===== src/rtl/rom_ctrl_pkg.sv =====
// Shared ROM controller types: multi-bit booleans, digest comparator FSM encodings and helpers.
package rom_ctrl_pkg;

    typedef logic [3:0] mubi4_t;
    localparam mubi4_t MuBi4True  = 4'h6;
    localparam mubi4_t MuBi4False = 4'h9;

    localparam int LanesDefault = 2;

    // Sparse encodings, pairwise Hamming distance 4.
    typedef enum logic [5:0] {
        CmpWaiting  = 6'b000111,
        CmpChecking = 6'b011100,
        CmpDone     = 6'b110010
    } cmp_state_e;

    function automatic mubi4_t mubi4_bool_to_mubi(input logic b);
        return b ? MuBi4True : MuBi4False;
    endfunction

    function automatic int vbits(input int v);
        return (v <= 1) ? 1 : $clog2(v);
    endfunction

endpackage


===== src/rtl/rom_ctrl_digest_cmp_lane.sv =====
// Combinational per-beat slice of the computed and expected digests, plus their equality flag.
module rom_ctrl_digest_cmp_lane
    import rom_ctrl_pkg::*;
#(
    parameter int NumWords = 8,
    parameter int Lanes    = LanesDefault,
    parameter int AW       = 2
) (
    input  logic [AW-1:0]         beat_i,
    input  logic [NumWords*32-1:0] digest_i,
    input  logic [NumWords*32-1:0] exp_digest_i,
    output logic [Lanes*32-1:0]    data_o,
    output logic                   eq_o
);

    localparam int BeatW    = Lanes * 32;
    localparam int NumBeats = NumWords / Lanes;

    logic [BeatW-1:0] exp_beat;

    // Out-of-range beat indices fall back to beat 0; the counter never produces them.
    always_comb begin
        data_o   = digest_i[BeatW-1:0];
        exp_beat = exp_digest_i[BeatW-1:0];
        for (int b = 1; b < NumBeats; b++) begin
            if (beat_i == AW'(b)) begin
                data_o   = digest_i[b*BeatW +: BeatW];
                exp_beat = exp_digest_i[b*BeatW +: BeatW];
            end
        end
        eq_o = (data_o == exp_beat);
    end

endmodule


===== src/rtl/rom_ctrl_digest_cmp.sv =====
// ROM-check digest comparator: streams computed digest beats to the key manager and compares them
// against the expected digest. Define ROM_CTRL_CMP_MISMATCH_LOG_EN to log the first mismatching beat.
module rom_ctrl_digest_cmp
    import rom_ctrl_pkg::*;
#(
    parameter int NumWords = 8,
    parameter int Lanes    = LanesDefault,
    localparam int NumBeats = NumWords / Lanes,
    localparam int AW       = vbits(NumBeats)
) (
    input  logic                   clk_i,
    input  logic                   rst_i,
    input  logic                   start_i,
    input  logic                   clear_i,
    input  logic [NumWords*32-1:0] digest_i,
    input  logic [NumWords*32-1:0] exp_digest_i,
    output logic                   out_valid_o,
    input  logic                   out_ready_i,
    output logic [Lanes*32-1:0]    out_data_o,
    output logic                   done_o,
    output mubi4_t                 good_o,
    output logic [AW-1:0]          mismatch_idx_o,
    output logic                   alert_o
);

    localparam logic [AW-1:0] LastBeat = AW'(NumBeats - 1);

    // Handshake: a beat transfers on a clock edge where out_valid_o && out_ready_i; while valid is
    // high and ready is low the beat index, out_data_o and the compare accumulator all hold.

    cmp_state_e state_q, state_d;
    logic       fsm_alert;
    logic [AW-1:0] cnt_q, cnt_inv_q;
    logic       cnt_err;
    logic       beat_incr, beat_clr, beat_done, beat_eq;
    logic       matches_q;
    mubi4_t     good_q;

    always_ff @(posedge clk_i or posedge rst_i) begin
        if (rst_i) begin
            state_q <= CmpWaiting;
        end else begin
            state_q <= state_d;
        end
    end

    always_comb begin
        state_d   = state_q;
        fsm_alert = 1'b0;
        case (state_q)
            CmpWaiting:  if (start_i) state_d = CmpChecking;
            CmpChecking: if (cnt_q == LastBeat && out_ready_i) state_d = CmpDone;
            CmpDone:     if (clear_i) state_d = CmpWaiting;
            default:     fsm_alert = 1'b1;
        endcase
    end

    assign out_valid_o = (state_q == CmpChecking);
    assign done_o      = (state_q == CmpDone);
    assign beat_done   = out_valid_o && out_ready_i;
    assign beat_incr   = beat_done && (cnt_q != LastBeat);
    assign beat_clr    = done_o && clear_i;

    // Beat counter with a complemented shadow copy; any disagreement is an integrity error.
    always_ff @(posedge clk_i or posedge rst_i) begin
        if (rst_i) begin
            cnt_q     <= '0;
            cnt_inv_q <= '1;
        end else if (beat_clr) begin
            cnt_q     <= '0;
            cnt_inv_q <= '1;
        end else if (beat_incr) begin
            cnt_q     <= cnt_q + 1'b1;
            cnt_inv_q <= cnt_inv_q - 1'b1;
        end
    end

    assign cnt_err = (cnt_q != ~cnt_inv_q);

    rom_ctrl_digest_cmp_lane #(
        .NumWords (NumWords),
        .Lanes    (Lanes),
        .AW       (AW)
    ) u_lane (
        .beat_i       (cnt_q),
        .digest_i     (digest_i),
        .exp_digest_i (exp_digest_i),
        .data_o       (out_data_o),
        .eq_o         (beat_eq)
    );

    always_ff @(posedge clk_i or posedge rst_i) begin
        if (rst_i) begin
            matches_q <= 1'b1;
        end else if (beat_clr) begin
            matches_q <= 1'b1;
        end else if (beat_done) begin
            matches_q <= matches_q && beat_eq;
        end
    end

    // Registered so the verdict leaves as a clean multi-bit value, one cycle behind done_o.
    always_ff @(posedge clk_i or posedge rst_i) begin
        if (rst_i) begin
            good_q <= MuBi4False;
        end else begin
            good_q <= mubi4_bool_to_mubi(matches_q && done_o);
        end
    end

    assign good_o = good_q;

`ifdef ROM_CTRL_CMP_MISMATCH_LOG_EN
    logic [AW-1:0] mismatch_idx_q;
    logic          mismatch_seen_q;

    always_ff @(posedge clk_i or posedge rst_i) begin
        if (rst_i) begin
            mismatch_idx_q  <= '0;
            mismatch_seen_q <= 1'b0;
        end else if (beat_clr) begin
            mismatch_idx_q  <= '0;
            mismatch_seen_q <= 1'b0;
        end else if (beat_done && !beat_eq && !mismatch_seen_q) begin
            mismatch_idx_q  <= cnt_q;
            mismatch_seen_q <= 1'b1;
        end
    end

    assign mismatch_idx_o = mismatch_idx_q;
`else
    assign mismatch_idx_o = '0;
`endif

    assign alert_o = fsm_alert
                   || (start_i && state_q != CmpWaiting)
                   || (clear_i && state_q != CmpDone)
                   || (state_q == CmpWaiting && cnt_q != '0)
                   || (state_q == CmpDone && cnt_q != LastBeat)
                   || cnt_err;

endmodule


===== config.mk =====
export PLATFORM = sky130hd
export DESIGN_NAME = rom_ctrl_digest_cmp
export DESIGN_NICKNAME = d
export VERILOG_FILES = /design/src/rtl/rom_ctrl_pkg.sv /design/src/rtl/rom_ctrl_digest_cmp_lane.sv /design/src/rtl/rom_ctrl_digest_cmp.sv
export SDC_FILE = /design/constraint.sdc
export NUM_CORES = 1
export LEC_CHECK = 0
export ABC_AREA = 1
export ABC_CLOCK_PERIOD_IN_PS = 2910
export BUFFER_PORTS_ARGS = -buffer_cell sky130_fd_sc_hd__buf_4
export CAP_MARGIN = 20
export CORE_AREA = 3 3 229 231
export DETAILED_ROUTE_END_ITERATION = 8
export DIE_AREA = 0 0 232 234
export PLACE_DENSITY_LB_ADDON = 0.12
export SYNTH_ARGS = -nofsm -noshare
export SYNTH_HDL_FRONTEND = slang
export SYNTH_SLANG_ARGS = --single-unit

===== constraint.sdc =====
create_clock -name clk_i -period 2.91 [get_ports clk_i]
set_input_delay 0.582 -clock clk_i [delete_from_list [all_inputs] [get_ports clk_i]]
set_output_delay 0.582 -clock clk_i [all_outputs]
set_load 0.1 [all_outputs]

* Yosys cells after proc, flatten, opt, wreduce, memory -nomap -nowiden *
Cells that the tools add are included.

word-level totals
  register bits = 15
  input port bits = 517
  output and inout bits = 73
  word-level logic and storage cells = 61

operators by class
  $add $sub $neg = 2
  eq/ne operators = 14
  multiplexer cells = 18
  bitwise gates (word level) = 1
  reduce and logical (&&, ||, !) cells = 21

operators with widths
  kind                                                                     count
  64-bit 2-to-1 mux                                                        6
  64-bit equality test                                                     1
  6-bit 2-to-1 mux                                                         3
  6-bit case mux with 3 select lines                                       1
  1-bit logical AND                                                        10
  2-bit 2-to-1 mux                                                         4
  6-bit by 3-bit equality test with 1-bit output, second input constant    1
  6-bit by 5-bit equality test with 1-bit output, second input constant    1
  6-bit equality test, second input constant                               1
  2-bit inequality test, second input constant                             3
  6-bit by 3-bit inequality test with 1-bit output, second input constant  1
  6-bit inequality test, second input constant                             1
  2-bit nonzero test                                                       3
  1-bit logical OR                                                         5
  2-bit equality test, second input constant                               2
  4-bit 2-to-1 mux                                                         1
  4-bit AND reduction                                                      1
  1-bit 2-to-1 mux                                                         3
  3-bit nonzero test                                                       1
  3-bit OR reduction                                                       1
  2-bit by 1-bit adder with 2-bit output, second input constant            1
  2-bit by 1-bit equality test with 1-bit output, second input constant    1
  2-bit by 1-bit inequality test with 1-bit output, second input constant  1
  2-bit inequality test                                                    1
  2 further kinds                                                          2

* Longest topological paths before layout *
  depth after elaboration = 8
  gate-level depth with buffers = 21
  gate-level depth less buffers = 19

* By module *
A second synthesis with hierarchy kept.

unflattened totals
  cells, all modules = 1590
  area, all modules = 7155.6 sq um

modules (own cells, without submodules)
  module                    times used  cells each  area each (sq um)  sequential area each (sq um)
  rom_ctrl_digest_cmp_lane  1           1478        6273.5             0.0
  rom_ctrl_digest_cmp       1           112         882.1              334.1

* Least setup slack after synthesis *
Ideal clock, no wire load.

  path type = reg2out
  start = register state_q[1]
  end = output port alert_o
  arrival time = 3.866 ns
  required time = 2.328 ns
  slack = -1.538 ns
  stages on the path, launching flop included = 10
  buffers on the path = 0
  cell sequence = dfstp_2 inv_1 nor2_1 inv_1 nor4_2 inv_1 nand2_1 nor2_1 inv_1 nand4_1

between the ends
  word-level cells in the longest chain between the ends = 8
  elaborated cells on any way between the ends = 16
  classes of those cells = eq/ne: 5; mux: 1; reduce/logical: 10

ends and longest elaborated chain
  element                              line                        source
  start: declaration                   rom_ctrl_digest_cmp.sv:31   cmp_state_e state_q, state_d;
  start signal: assignment             rom_ctrl_digest_cmp.sv:41   state_q <= CmpWaiting;
  start signal: assignment             rom_ctrl_digest_cmp.sv:43   state_q <= state_d;
  6-bit equality test (*)              n/a
  net done_o                           rom_ctrl_digest_cmp.sv:20   output logic done_o,
  3-bit OR reduction (no source line)  n/a
  1-bit 2-to-1 mux                     rom_ctrl_digest_cmp.sv:50   case (state_q)
  1-bit logical OR                     rom_ctrl_digest_cmp.sv:136  || (start_i && state_q != CmpWaiting)
  1-bit logical OR                     rom_ctrl_digest_cmp.sv:137  || (clear_i && state_q != CmpDone)
  1-bit logical OR                     rom_ctrl_digest_cmp.sv:138  || (state_q == CmpWaiting && cnt_q != '0)
  1-bit logical OR (*)                 rom_ctrl_digest_cmp.sv:139  || (state_q == CmpDone && cnt_q != LastBeat)
  1-bit logical OR (*)                 rom_ctrl_digest_cmp.sv:140  || cnt_err;
  end: declaration                     rom_ctrl_digest_cmp.sv:23   output logic alert_o

The timed path passes the listed nets; every way through them passes the cells marked *.

* Worst setup path after layout *
  start = register cnt_q[1]
  end = output port out_data_o[33]

between the ends
  word-level cells in the longest chain between the ends = 4
  elaborated cells on any way between the ends = 6
  classes of those cells = eq/ne: 3; mux: 3

ends and longest elaborated chain
  element                                         line                            source
  start: declaration                              rom_ctrl_digest_cmp.sv:33       logic [AW-1:0] cnt_q, cnt_inv_q;
  start signal: assignment                        rom_ctrl_digest_cmp.sv:73       cnt_q <= cnt_q + 1'b1;
  2-bit by 1-bit equality test with 1-bit output  rom_ctrl_digest_cmp_lane.sv:26  if (beat_i == AW'(b)) begin
  64-bit 2-to-1 mux (2 in series)                 rom_ctrl_digest_cmp_lane.sv:26
  64-bit 2-to-1 mux (*)                           rom_ctrl_digest_cmp_lane.sv:26
  end: declaration                                rom_ctrl_digest_cmp.sv:19       output logic [Lanes*32-1:0] out_data_o,

Mark *: on every way between the ends. The rest lies on a longest branch, timed or not.

==> flow_summary.toml <==
[outcome]
status = "finished clean"

[sta]
tns_ns = 0
hold_violations = 0
max_freq_mhz = 360
hold_slack_ns = 0.389
clock-skew-final_ns = 0.00116
timing_worst_slew_pin_value_ns = 0.538
rsz0062_at_grt = "false"
finalWorstSetupSlack_ns = 0.135
timing.final.crit_share_pct = 95.4
slew_headroom_pct = 64.1
drv_slew = 0
setup_viol = 0
fin_crit_ns = 2.77

[worst_hold_path]
hold_class = "input port to async pin"

[grt]
grt_pass1_vias = 11900
grt_overflow = 0
grt_pass1_wl_um = 74400
grt_antenna_before_repair = 9
track_usage_pct = 18.2
grt_max_degree = 70

[worst_setup_path]
cpPeakStageDelay_ns = 0.37
critPathTopFamily = "buffers and inverters"
regToRegStartpoint = "cnt_q[1]"
required_ns = 2.33
cp_data_arrival_time_ns = 2.19
r2r_slack_ns = 0.31
crit_chain = "buf_4 > ha_4 > inv_6 > buf_12 > buf_6 > nand3_1 > nand2_1 > nand2_1 > inv_1 > buf_4"
r2r_end = "matches_q"
critPathKind = "register to output pin"
path_max_fanout = 40
worst_setup_path_start_kind = "register"
r2r_cells = 19
end_kind = "output pin"
slowest_stage = "dfrtp_1"
cp_num_buf_inv = 6

[drt]
postRouteAntennaNets = 0
routed_via_density = 4.15
num_vias = 11800
wl_per_cell_um = 18.7
drt-initial-drc-count = 540
remaining_drc_errors = 0
drtPass1Iterations = 5
wl_um = 53200

[yosys]
ys_warn_count = 0
synth_top_family_by_area = "simple AND/OR/NAND/NOR gates"
synthAdderAreaFrac_pct = 0.703
synth.area.mux_share_pct = 0
ys_ff_latch = 13
synth-compound-area-share_pct = 8.74
synth_cell_types = 31
synth-edff-count = 0
netlist_area_um2 = 7120
avgSynthCellArea_um2 = 4.35
syn_inst = 1634
ys_async_sr_fraction_pct = 100
synth_simple_gate_area_share_pct = 65.0
synth_ff_type = "dfstp_2"
synthXorXnorAreaFrac_pct = 0.123
synth_seq_area_share_pct = 4.69

[layout]
fin_util_pct = 25.1
final_cell_mix = "728 x nand2_1, 608 x buf_4, 247 x nor2_1"
area_growth_pct = 77.2
fillers = 5931
final_area_um2 = 12600
final_common_cell = "nand2_1"
drive_above_1_share_pct = 31.1
nets = 2699

[power]
total_leakage_power_nw = 7.83
max-vdd-ir-drop_mv = 0.156
power_density_nw_per_um2 = 153

[floorplanning]
die_w_um = 232
rows = 82
die_y_um = 234
dieArea_um2 = 54300
io_pins = 590
start_util_pct = 14.2
core_um2 = 50300

[cts]
cts_buffers = 3
clock_path_buffers = 2
cts-hold-fix-buffers = 0
cts_resized = 0
post_cts_buffers = 0
cts-root-buf = "clkbuf_16"
cts_sinks = 13
clock_latency_ns = 0.24
htree_levels = 1
cts_tree = "yes"
cts.clk_slew.worst_paths_ns = 0.05

[placement]
io_buffers = 587
pre_cts_ws_ns = 0.144
hpwl_um = 45900
gp_congestion = 0.921
dpl_cell_area_um2 = 12500

[run]
drv_cap = 0
synthesized netlist by cell type, types with 6 or more instances:
library cell	n	area, um2
inv_1	245	920
dfrtp_1	6	150
nor2_1	248	931
nand2_1	728	2730
nand4_1	40	250
o21ai_1	15	75.1
buf_4	22	165
dfstp_2	7	184
buf_2	53	265
buf_6	6	67.6
nand3_1	132	661
a21oi_1	92	460
clkbuf_1	8	30.0
cell families (layout without fill, tap and decap cells):
| logic type | count (synthesis) | count (layout) |
|---|---|---|
| AO/OA/AOI/OAI | 120 | 120 |
| XOR/XNOR | 1 | 1 |
| adder cells (fa/ha/maj) | 4 | 4 |
| buffers and inverters | 340 | 882 |
| flip-flops | 13 | 13 |
| other | 1 | 5 |
| AND/OR/NAND/NOR | 1155 | 1155 |
final cells by class:
type | instances | area (um2) | area share [%]
Sequential cell | 13 | 334 | 2.65
Antenna cell | 3 | 7.51 | 0.0595
Tap cell | 672 | 841 | 6.67
Multi-Input combinational cell | 1282 | 5450 | 43.2
Timing Repair Buffer | 628 | 4950 | 39.2
Inverter | 250 | 947 | 7.51
Clock buffer | 4 | 78.8 | 0.625
where the power goes:
group,internal [mW],switching [mW]
registers,0.182,0
logic,0.657,0.832
clock network,0.185,0.0797
how the worst max path moves through the flow:
| stage | start | end | slack [ns] | cells after the start |
|---|---|---|---|---|
| after detailed placement | cnt_q[1] | matches_q | 0.14 | 19 |
| after global routing | cnt_q[1] | out_data_o[33] | 0.01 | 10 |
| final | cnt_q[1] | out_data_o[33] | 0.14 | 10 |
| after global placement | cnt_q[1] | matches_q | 0.15 | 19 |
| after CTS | cnt_q[1] | out_data_o[33] | 0.05 | 10 |
| after floorplan | state_q[1] | alert_o | -0.76 | 9 |
stage by stage:
| step | instances | total power, mW |
|---|---|---|
| after floorplan | 1635 | 0.894 |
| after global placement | 2845 | 1.70 |
| after detailed placement | 2845 | 1.69 |
| after CTS | 2849 | 1.97 |
| after global routing | 2852 | 2.08 |
| final | 2852 | 1.93 |
registers in the layout, summed over array words and instances (netlist names):
name       count
cnt_inv_q      2
cnt_q          2
good_o         2
matches_q      1
state_q        6
per-layer routing:
metal	wire length (um)	share of wire (%)	GRT usage, %
met5	63	0.12	0
met3	3720	7.0	4.03
met1	21800	41	21.8
met4	1290	2.4	4.03
met2	26300	49	33.3
No activity file was read; power rests on OpenSTA's default activity.
